--- src/rtl/audio_capture_packer_if.sv ---
// audio_capture_packer_if: codec read-FIFO handshake plus Avalon-MM write-master bus
interface audio_capture_packer_if #(
    parameter int ADDR_W = 23
);
    logic              read_ready;
    logic [15:0]       readdata_left;
    logic [15:0]       readdata_right;
    logic              read_s;
    logic              mem_waitrequest;
    logic              mem_write;
    logic [ADDR_W-1:0] mem_address;
    logic [31:0]       mem_writedata;
    logic [3:0]        mem_byteenable;
    modport master (
        input  read_ready, readdata_left, readdata_right, mem_waitrequest,
        output read_s, mem_write, mem_address, mem_writedata, mem_byteenable
    );
    modport slave (
        output read_ready, readdata_left, readdata_right, mem_waitrequest,
        input  read_s, mem_write, mem_address, mem_writedata, mem_byteenable
    );
endinterface

--- src/rtl/audio_capture_packer.sv ---
// audio_capture_packer: pops codec samples, packs pairs into 32-bit words, writes them over Avalon-MM
module audio_capture_packer #(
    parameter int ADDR_W    = 23,
    parameter int NUM_WORDS = 1048576
) (
    input  logic                   CLOCK_50,
    input  logic                   rst_n,
    input  logic                   start,
    input  logic                   abort,
    input  logic                   sel_right,
    input  logic [1:0]             rate,
    audio_capture_packer_if.master bus,
    output logic                   busy,
    output logic                   done,
    output logic [ADDR_W-1:0]      words_written
);
    typedef enum logic [3:0] {
        S_IDLE, S_WAIT, S_CAPTURE, S_ACK, S_RATE, S_PACK, S_WRITE, S_NEXT, S_DONE
    } state_t;
    localparam logic [ADDR_W-1:0] LAST = ADDR_W'(NUM_WORDS - 1);
    state_t            state_q, state_d;
    logic [15:0]       sample_q, sample_d;
    logic              half_q, half_d, drop_q, drop_d, dup_q, dup_d;
    logic [ADDR_W-1:0] addr_q, addr_d, count_q, count_d;
    logic [31:0]       data_q, data_d;
    logic              last;
    assign last = addr_q == LAST;
    always_ff @(posedge CLOCK_50 or negedge rst_n) begin
        if (!rst_n) begin
            state_q  <= S_IDLE;
            sample_q <= '0;
            half_q   <= 1'b0;
            drop_q   <= 1'b0;
            dup_q    <= 1'b0;
            addr_q   <= '0;
            count_q  <= '0;
            data_q   <= '0;
        end else begin
            state_q  <= state_d;
            sample_q <= sample_d;
            half_q   <= half_d;
            drop_q   <= drop_d;
            dup_q    <= dup_d;
            addr_q   <= addr_d;
            count_q  <= count_d;
            data_q   <= data_d;
        end
    end
    always_comb begin
        state_d  = state_q;
        sample_d = sample_q;
        half_d   = half_q;
        drop_d   = drop_q;
        dup_d    = dup_q;
        addr_d   = addr_q;
        count_d  = count_q;
        data_d   = data_q;
        case (state_q)
            S_IDLE, S_DONE: if (start) begin
                state_d = S_WAIT;
                addr_d  = '0;
                count_d = '0;
                half_d  = 1'b0;
                drop_d  = 1'b0;
                dup_d   = 1'b0;
            end
            S_WAIT:    state_d = abort ? S_DONE : (bus.read_ready ? S_CAPTURE : S_WAIT);
            S_CAPTURE: begin
                state_d  = S_ACK;
                sample_d = sel_right ? bus.readdata_right : bus.readdata_left;
            end
            S_ACK:     state_d = bus.read_ready ? S_ACK : S_RATE;
            S_RATE: begin
                drop_d  = (rate == 2'b01) ? !drop_q : drop_q;
                state_d = (rate == 2'b01 && drop_q) ? S_WAIT : S_PACK;
            end
            // dup marks a pending second copy; it clears on the PACK that consumes it
            S_PACK: begin
                dup_d   = rate == 2'b10 && !dup_q;
                half_d  = !half_q;
                data_d  = half_q ? {sample_q, data_q[15:0]} : {data_q[31:16], sample_q};
                state_d = half_q ? S_WRITE : (dup_d ? S_PACK : S_WAIT);
            end
            S_WRITE: if (!bus.mem_waitrequest) begin
                state_d = S_NEXT;
                count_d = count_q + ADDR_W'(1);
            end
            S_NEXT: begin
                state_d = (last || abort) ? S_DONE : (dup_q ? S_PACK : S_WAIT);
                addr_d  = (last || abort) ? addr_q : addr_q + ADDR_W'(1);
            end
            default:   state_d = S_IDLE;
        endcase
    end
    always_comb begin
        bus.read_s         = state_q == S_CAPTURE || state_q == S_ACK;
        bus.mem_write      = state_q == S_WRITE;
        bus.mem_address    = addr_q;
        bus.mem_writedata  = data_q;
        bus.mem_byteenable = 4'b1111;
        busy               = state_q != S_IDLE && state_q != S_DONE;
        done               = state_q == S_DONE;
        words_written      = count_q;
    end
endmodule

--- src/flat_wrapper.sv ---
// flat-port wrapper written by rule: the top's interface ports become plain ports
module audio_capture_packer_flat 
#(
    parameter int ADDR_W    = 23,
    parameter int NUM_WORDS = 1048576
)
  (CLOCK_50, rst_n, start, abort, sel_right, rate, busy, done, words_written, bus_read_ready, bus_readdata_left, bus_readdata_right, bus_mem_waitrequest, bus_read_s, bus_mem_write, bus_mem_address, bus_mem_writedata, bus_mem_byteenable);
  audio_capture_packer_if #(.ADDR_W(ADDR_W)) bus_i ();
  input  logic CLOCK_50;
  input  logic rst_n;
  input  logic start;
  input  logic abort;
  input  logic sel_right;
  input  logic [1:0] rate;
  output logic busy;
  output logic done;
  output logic [ADDR_W-1:0] words_written;
  input wire logic [$bits(bus_i.read_ready)-1:0] bus_read_ready;
  input wire logic [$bits(bus_i.readdata_left)-1:0] bus_readdata_left;
  input wire logic [$bits(bus_i.readdata_right)-1:0] bus_readdata_right;
  input wire logic [$bits(bus_i.mem_waitrequest)-1:0] bus_mem_waitrequest;
  output wire logic [$bits(bus_i.read_s)-1:0] bus_read_s;
  output wire logic [$bits(bus_i.mem_write)-1:0] bus_mem_write;
  output wire logic [$bits(bus_i.mem_address)-1:0] bus_mem_address;
  output wire logic [$bits(bus_i.mem_writedata)-1:0] bus_mem_writedata;
  output wire logic [$bits(bus_i.mem_byteenable)-1:0] bus_mem_byteenable;
  assign bus_i.read_ready = bus_read_ready;
  assign bus_i.readdata_left = bus_readdata_left;
  assign bus_i.readdata_right = bus_readdata_right;
  assign bus_i.mem_waitrequest = bus_mem_waitrequest;
  assign bus_read_s = bus_i.read_s;
  assign bus_mem_write = bus_i.mem_write;
  assign bus_mem_address = bus_i.mem_address;
  assign bus_mem_writedata = bus_i.mem_writedata;
  assign bus_mem_byteenable = bus_i.mem_byteenable;
  audio_capture_packer #(.ADDR_W(ADDR_W), .NUM_WORDS(NUM_WORDS)) u_core (.CLOCK_50(CLOCK_50), .rst_n(rst_n), .start(start), .abort(abort), .sel_right(sel_right), .rate(rate), .bus(bus_i), .busy(busy), .done(done), .words_written(words_written));
endmodule
--- config.mk ---
export PLATFORM = sky130hd
export DESIGN_NAME = audio_capture_packer_flat
export DESIGN_NICKNAME = d
export VERILOG_FILES = /design/src/rtl/audio_capture_packer_if.sv /design/src/rtl/audio_capture_packer.sv /design/src/flat_wrapper.sv
export SDC_FILE = /design/constraint.sdc
export NUM_CORES = 1
export LEC_CHECK = 0
export ABC_AREA = 1
export CORE_UTILIZATION = 45
export DETAILED_ROUTE_END_ITERATION = 6
export PLACE_DENSITY = 0.77
export SYNTH_ARGS = -nofsm -noshare
export SYNTH_HDL_FRONTEND = slang
export SYNTH_SLANG_ARGS = --single-unit
--- constraint.sdc ---
create_clock -name CLOCK_50 -period 1.8 [get_ports CLOCK_50]
set_input_delay 0.27 -clock CLOCK_50 [delete_from_list [all_inputs] [get_ports CLOCK_50]]
set_output_delay 0.27 -clock CLOCK_50 [all_outputs]
set_load 0.01 [all_outputs]
# --- After elaboration in Yosys (flattened, before gate mapping) ---
# Cells that the tools add are included.
# W data, S select, Z words.
word_totals:
  ff_bits: 101
  latch_bits: 0
  ram_bits: 0
  mem_bits_ro: 0
  in_bits: 41
  output_inout_bits: 86
  wordCells: 72
  memories: 0
classes:
  n_addsub: 2
  multipliers: 0
  n_div: 0
  order_cmp: 0
  eq_ne: 16
  shift: 0
  muxes: 22
  bitwise_logic: 1
  n_reduce_logical: 22
op_table:
  columns: ["op", "n"]
  rows:
  - ["$pmux W23 S2", 2]
  - ["$mux W23", 3]
  - ["$add A23 B1 Y23 const B", 2]
  - ["$pmux W4 S8", 1]
  - ["$eq A23 B20 Y1 const B", 1]
  - ["$mux W4", 5]
  - ["$eq A4 B3 Y1 const B", 4]
  - ["$mux W16", 1]
  - ["$mux W3", 4]
  - ["$reduce_and A3 Y1", 3]
  - ["$eq A4 B2 Y1 const B", 2]
  - ["$reduce_and A2 Y1", 4]
  - ["$reduce_bool A2 Y1", 4]
  - ["$ne A2 B2 Y1 const B", 3]
  - ["$pmux W1 S2", 3]
  - ["$eq A4 B1 Y1 const B", 1]
  - ["$eq A4 B4 Y1 const B", 1]
  - ["$logic_not A4 Y1", 1]
  - ["$ne A4 B4 Y1 const B", 1]
  - ["$reduce_bool A4 Y1", 1]
  - ["$logic_and A1 B1 Y1", 3]
  - ["$logic_not A1 Y1", 3]
  - ["$eq A2 B1 Y1 const B", 1]
  - ["$eq A2 B2 Y1 const B", 1]
  - ["other kinds (6)", 8]

# --- Depth between registers and ports, before layout ---
logic_depth:
  ltp_word: 5
  depth_mapped: 12
  ltp_nobuf: 11

# --- Least setup slack after synthesis ---
# Ideal clock, no wire load.
synth_path:
  path_type: "register -> register"
  start: "register u_core.addr_q[0] (netlist: u_core.bus.mem_address[0])"
  end: "register u_core.addr_q[15] (netlist: u_core.bus.mem_address[15])"
  setup_ns: 0.117
  arrival_time_ns: 1.650
  slack_ns: 0.032
  stages_incl_launch_ff: 12
  path_buffers: 1
  synth_period_minus_slack_ns: 1.768
  cell_sequence: "dfrtp_1 > ha_1 > inv_1 > nor2_4 > nand2_2 > nor2_1 > nand2_1 > nand3_2 > nand2_4 > buf_2 > nand3_1 > nand2_1"
synth_via:
  elab_chain_cells: 4
  word_cells_on_any_way: 7
synth_rtl:
  columns: ["element", "line_no", "text"]
  rows:
  - ["start: declaration", "audio_capture_packer.sv:24", "logic [ADDR_W-1:0] addr_q, addr_d, count_q, count_d;"]
  - ["start signal: assignment", "audio_capture_packer.sv:44", "addr_q <= addr_d;"]
  - ["parallel branches: the longest is 4 deep, another holds $add A23 B1 Y23", null, null]
# Parallel ways; which one is timed is not known. The select of a mux whose other input is x is not followed.
# A chain may end at the register's enable or synchronous reset.

# --- Final worst setup path ---
layout_path:
  start: "register u_core.state_q[3]"
  end: "output port bus_read_s"
layout_via:
  elab_chain_cells: 2
  word_cells_on_any_way: 3
layout_rtl:
  columns: ["element", "line_no", "text"]
  rows:
  - ["start: declaration", "audio_capture_packer.sv:21", "state_t state_q, state_d;"]
  - ["start signal: assignment", "audio_capture_packer.sv:39", "state_q <= state_d;"]
  - ["$eq A4 B2 Y1", "audio_capture_packer.sv:96", "bus.read_s = state_q == S_CAPTURE || state_q == S_ACK;"]
  - ["$logic_or A1 B1 Y1 (*)", "audio_capture_packer.sv:96", null]
  - ["end: declaration", "flat_wrapper.sv:22", "output wire logic [$bits(bus_i.read_s)-1:0] bus_read_s;"]
# Every way passes the cells marked *; elsewhere a longest branch is shown, timed or not.

==> flow_summary.json <==
{
  "status": "finished with violations",
  "failed_checks": "design-rule violations",
  "routedWlPerCell_um": 13.26,
  "yosys_warnings": 0,
  "met1Wirelength_um": 6380,
  "die_area_mm2": 0.01260,
  "wirelength_um": 13940,
  "grt.overflow.total": 0,
  "post_synth.cell_area_avg_um2": 7.325,
  "start_util_pct": 47.11,
  "crit_path_buffers_inverters": 2,
  "cts_root_buf": "sky130_fd_sc_hd__clkbuf_16",
  "final_min_period_over_clock_period_pct": 94.87,
  "worst_clock_skew_ns": 0.006549,
  "summed_instance_area_of_the_synthesized_netlist_mm2": 0.005471,
  "clk-insertion-delay-late_ns": 0.34,
  "vias": 5245,
  "power.ir.vdd_worst_mv": 0.9531,
  "global_route_total_usage_across_every_layer_pct": 23.74,
  "count_of_state_elements_after_synthesis": 101,
  "finalSetupViolations": 0,
  "die-height_um": 112.3,
  "synth_adder_area_share_pct": 0.4574,
  "largest_family_of_logic_cells_by_synthesized_area": "simple AND/OR/NAND/NOR gates",
  "grt_max_degree": 42,
  "wl_met2_um": 6398,
  "placement.cell_area_mm2": 0.007076,
  "number_of_enable_type_register_cells_in_the_synthesized_netlist": 0,
  "cap_violations": 0,
  "clock_tree.htree_level_count": 3,
  "final_layout_size_suffix_gt1_share_pct": 9.471,
  "syn_inst": 747,
  "grt_first_pass_wirelength_um": 23970,
  "multiplexer_area_fraction_after_synthesis_pct": 0.1829,
  "drc": 8,
  "routabilityCongestion": 0.9377,
  "setup.worst_path.end_class": "output port",
  "worstPathRequired_ns": 1.53,
  "crit_arrival_ns": 1.44,
  "design.portCount": 127,
  "drt.antenna.violating_nets": 0,
  "timing_hold_violations_final": 0,
  "yosys_most_used_dff": "sky130_fd_sc_hd__dfrtp_1",
  "critical_path_start_type": "register",
  "synth.yosys.seq_area_share_pct": 46.19,
  "powerDensity_mw_per_mm2": 1153,
  "synth_compound_gate_area_share_pct": 9.764,
  "rsz0062_at_grt": "no",
  "critical-path-top-delay-family": "buffers and inverters",
  "synth_simple_gate_area_share_pct": 32.52,
  "die_x_um": 112.3,
  "first_global_vias": 4941,
  "worstPathCellList": "inv_2 > nand2_1 > nor2_1 > dlygate4sd2_1",
  "fill_cells": 1057,
  "design.final.nets": 946,
  "total_leakage_power_nw": 3.347,
  "initialDrtViolationCount": 300,
  "synthToLayoutAreaGrowth_pct": 36.13,
  "clockBufferDepth": 2,
  "dpl_worst_slack_ns": 0.09778,
  "synth.most_common_cell": "sky130_fd_sc_hd__nand2_1",
  "met3_wirelength_um": 971,
  "clock.fmax_ghz": 0.5856,
  "sequential_cell_area_mm2": 0.002527,
  "synth-xor-area-share_pct": 2.881,
  "dp_hpwl_um": 10370,
  "grt_antenna_before_repair": 0,
  "yosys.area.top_type": "sky130_fd_sc_hd__dfrtp_1",
  "timing.setup.tns_ns": 0,
  "worstSetupPathType": "reg2out",
  "vias_per_cell": 4.990,
  "final-max-slew-violation-count": 0,
  "post_synth_most_frequent_cells": "sky130_fd_sc_hd__nand2_1, sky130_fd_sc_hd__dfrtp_1, sky130_fd_sc_hd__nor2_1, sky130_fd_sc_hd__inv_1, sky130_fd_sc_hd__o21ai_0",
  "worst_setup_hold_path_clk_slew_ns": 0.08,
  "drt_first_pass_iters": 7,
  "multi_input_area_mm2": 0.002526,
  "std_cell_rows": 39,
  "antenna-diode-count": 0,
  "synth.top_cell.area_share_pct": 46.19,
  "synthArstFlopShare_pct": 100.0,
  "cts_num_sinks": 101,
  "core_area_mm2": 0.01161,
  "ys_top_cells_by_area": "sky130_fd_sc_hd__dfrtp_1, sky130_fd_sc_hd__nand2_1, sky130_fd_sc_hd__nor2_1",
  "finalWorstSetupSlack_ns": 0.09231,
  "tritoncts": "yes",
  "ys_types": 39,
  "slowest_cell_on_the_critical_path": "sky130_fd_sc_hd__dfrtp_1",
  "classification_of_the_worst_slack_hold_path": "in2async",
  "port_buffers": 122,
  "final_cell_area_mm2": 0.007448,
  "post-route-min-period_ns": 1.708,
  "cts_made_buffers": 9,
  "critical-path-max-stage-delay_ns": 0.41,
  "top_layer_used": "met4",
  "biggest_fanout_along_the_worst_timing_path": 5
}
where the power goes:
group          total, mW  switching, mW  internal (mW)
combinational       3.22           1.82           1.40
sequential          3.20          0.314           2.89
clock               2.16          0.922           1.24
layout make-up:
| type | instances | area share, % |
|---|---|---|
| repair buffers | 167 | 21.42 |
| inverters | 75 | 3.897 |
| well taps | 143 | 2.402 |
| clock inverters | 7 | 1.411 |
| clock buffers | 9 | 3.024 |
| flip-flops and latches | 101 | 33.93 |
| multi-input cells | 549 | 33.92 |
timing repair:
action                                  CTS  global route
buffers inserted                          1             3
endpoints found under the setup margin    4            25
cloned                                    0             0
hold buffers                              1             0
hold endpoints to repair                 22             0
resized for setup                         3             6
pin swaps                                 0             2
worst reg2reg max path, delay by kind of cell, from the launching register on:
kind | cells | cell delay (ns)
buffers and inverters | 2 | 0.34
AOI/OAI and AO/OA | 2 | 0.41
and+or+nand+nor | 4 | 0.41
DFF | 1 | 0.41
routing by layer:
metal | vias to the layer above | GRT usage (%)
met4 | 0 | 6.311
li1 | 2666 | -
met2 | 165 | 38.34
met3 | 16 | 5.940
met5 | - | 0
met1 | 2398 | 31.99
worst paths after layout:
path / start / end / slack, ns / cells past startpoint
hold / removal: rst_n / u_core.bus.mem_address[12] / 0.37 / 2
hold reg to reg: u_core.bus.mem_writedata[9] / u_core.bus.mem_writedata[9] / 0.49 / 2
setup / recovery: u_core.state_q[3] / bus_read_s / 0.09 / 4
max in group asynchronous: rst_n / u_core.words_written[22] / 0.90 / 3
setup reg to reg: u_core.state_q[3] / u_core.words_written[2] / 0.14 / 8
min in group CLOCK_50: u_core.bus.mem_writedata[9] / u_core.bus.mem_writedata[9] / 0.49 / 2
cell families (layout without fill, tap and decap cells):
group | count (synthesis) | count (layout)
and+or+nand+nor | 429 | 429
DFF | 101 | 101
buffers and inverters | 100 | 258
AOI/OAI and AO/OA | 95 | 95
xor gates and xnor gates | 18 | 18
adders and majority gates | 2 | 2
other | 1 | 4
muxes | 1 | 1
flip-flops by register name, summed over array words and instances (netlist names):
| name | count |
|---|---|
| u_core.drop_q | 1 |
| u_core.state_q | 4 |
| u_core.dup_q | 1 |
| u_core.bus.mem_address | 23 |
| u_core.sample_q | 16 |
| u_core.bus.mem_writedata | 32 |
| u_core.half_q | 1 |
| u_core.words_written | 23 |
cell usage in the layout (no fill, tap or decap), types with 2 or more instances in the layout:
cell                              count
sky130_fd_sc_hd__nand2_1            264
sky130_fd_sc_hd__clkdlybuf4s50_1    117
sky130_fd_sc_hd__dfrtp_1            101
sky130_fd_sc_hd__nor2_1              99
sky130_fd_sc_hd__inv_1               67
sky130_fd_sc_hd__o21ai_0             57
sky130_fd_sc_hd__buf_4               41
sky130_fd_sc_hd__nand3_1             39
sky130_fd_sc_hd__o211ai_1            16
sky130_fd_sc_hd__o21ai_1             10
sky130_fd_sc_hd__xor2_1              10
sky130_fd_sc_hd__nand4_1              9
sky130_fd_sc_hd__clkbuf_16            9
sky130_fd_sc_hd__xnor2_1              8
sky130_fd_sc_hd__a21oi_1              6
sky130_fd_sc_hd__inv_2                5
sky130_fd_sc_hd__conb_1               4
sky130_fd_sc_hd__nor2_2               3
sky130_fd_sc_hd__inv_6                3
sky130_fd_sc_hd__o21bai_1             3
sky130_fd_sc_hd__or2_2                3
sky130_fd_sc_hd__buf_12               3
sky130_fd_sc_hd__nor3_2               2
sky130_fd_sc_hd__ha_1                 2
sky130_fd_sc_hd__bufinv_16            2
sky130_fd_sc_hd__dlygate4sd2_1        2
through the flow:
stage | hold WS [ns] | std cells | util, % | total power, mW
after CTS | 0.3832 | 1048 | 63.89 | 8.632
final | 0.3735 | 1051 | 64.13 | 8.585
after floorplan | -0.02559 | 750 | - | 5.008
after global routing | 0.4049 | 1051 | 64.13 | 9.170
after global placement | 0.2002 | 1030 | 60.92 | 6.380
after detailed placement | 0.2016 | 1030 | 60.92 | 6.444
Power figures use the tool's default switching activity.
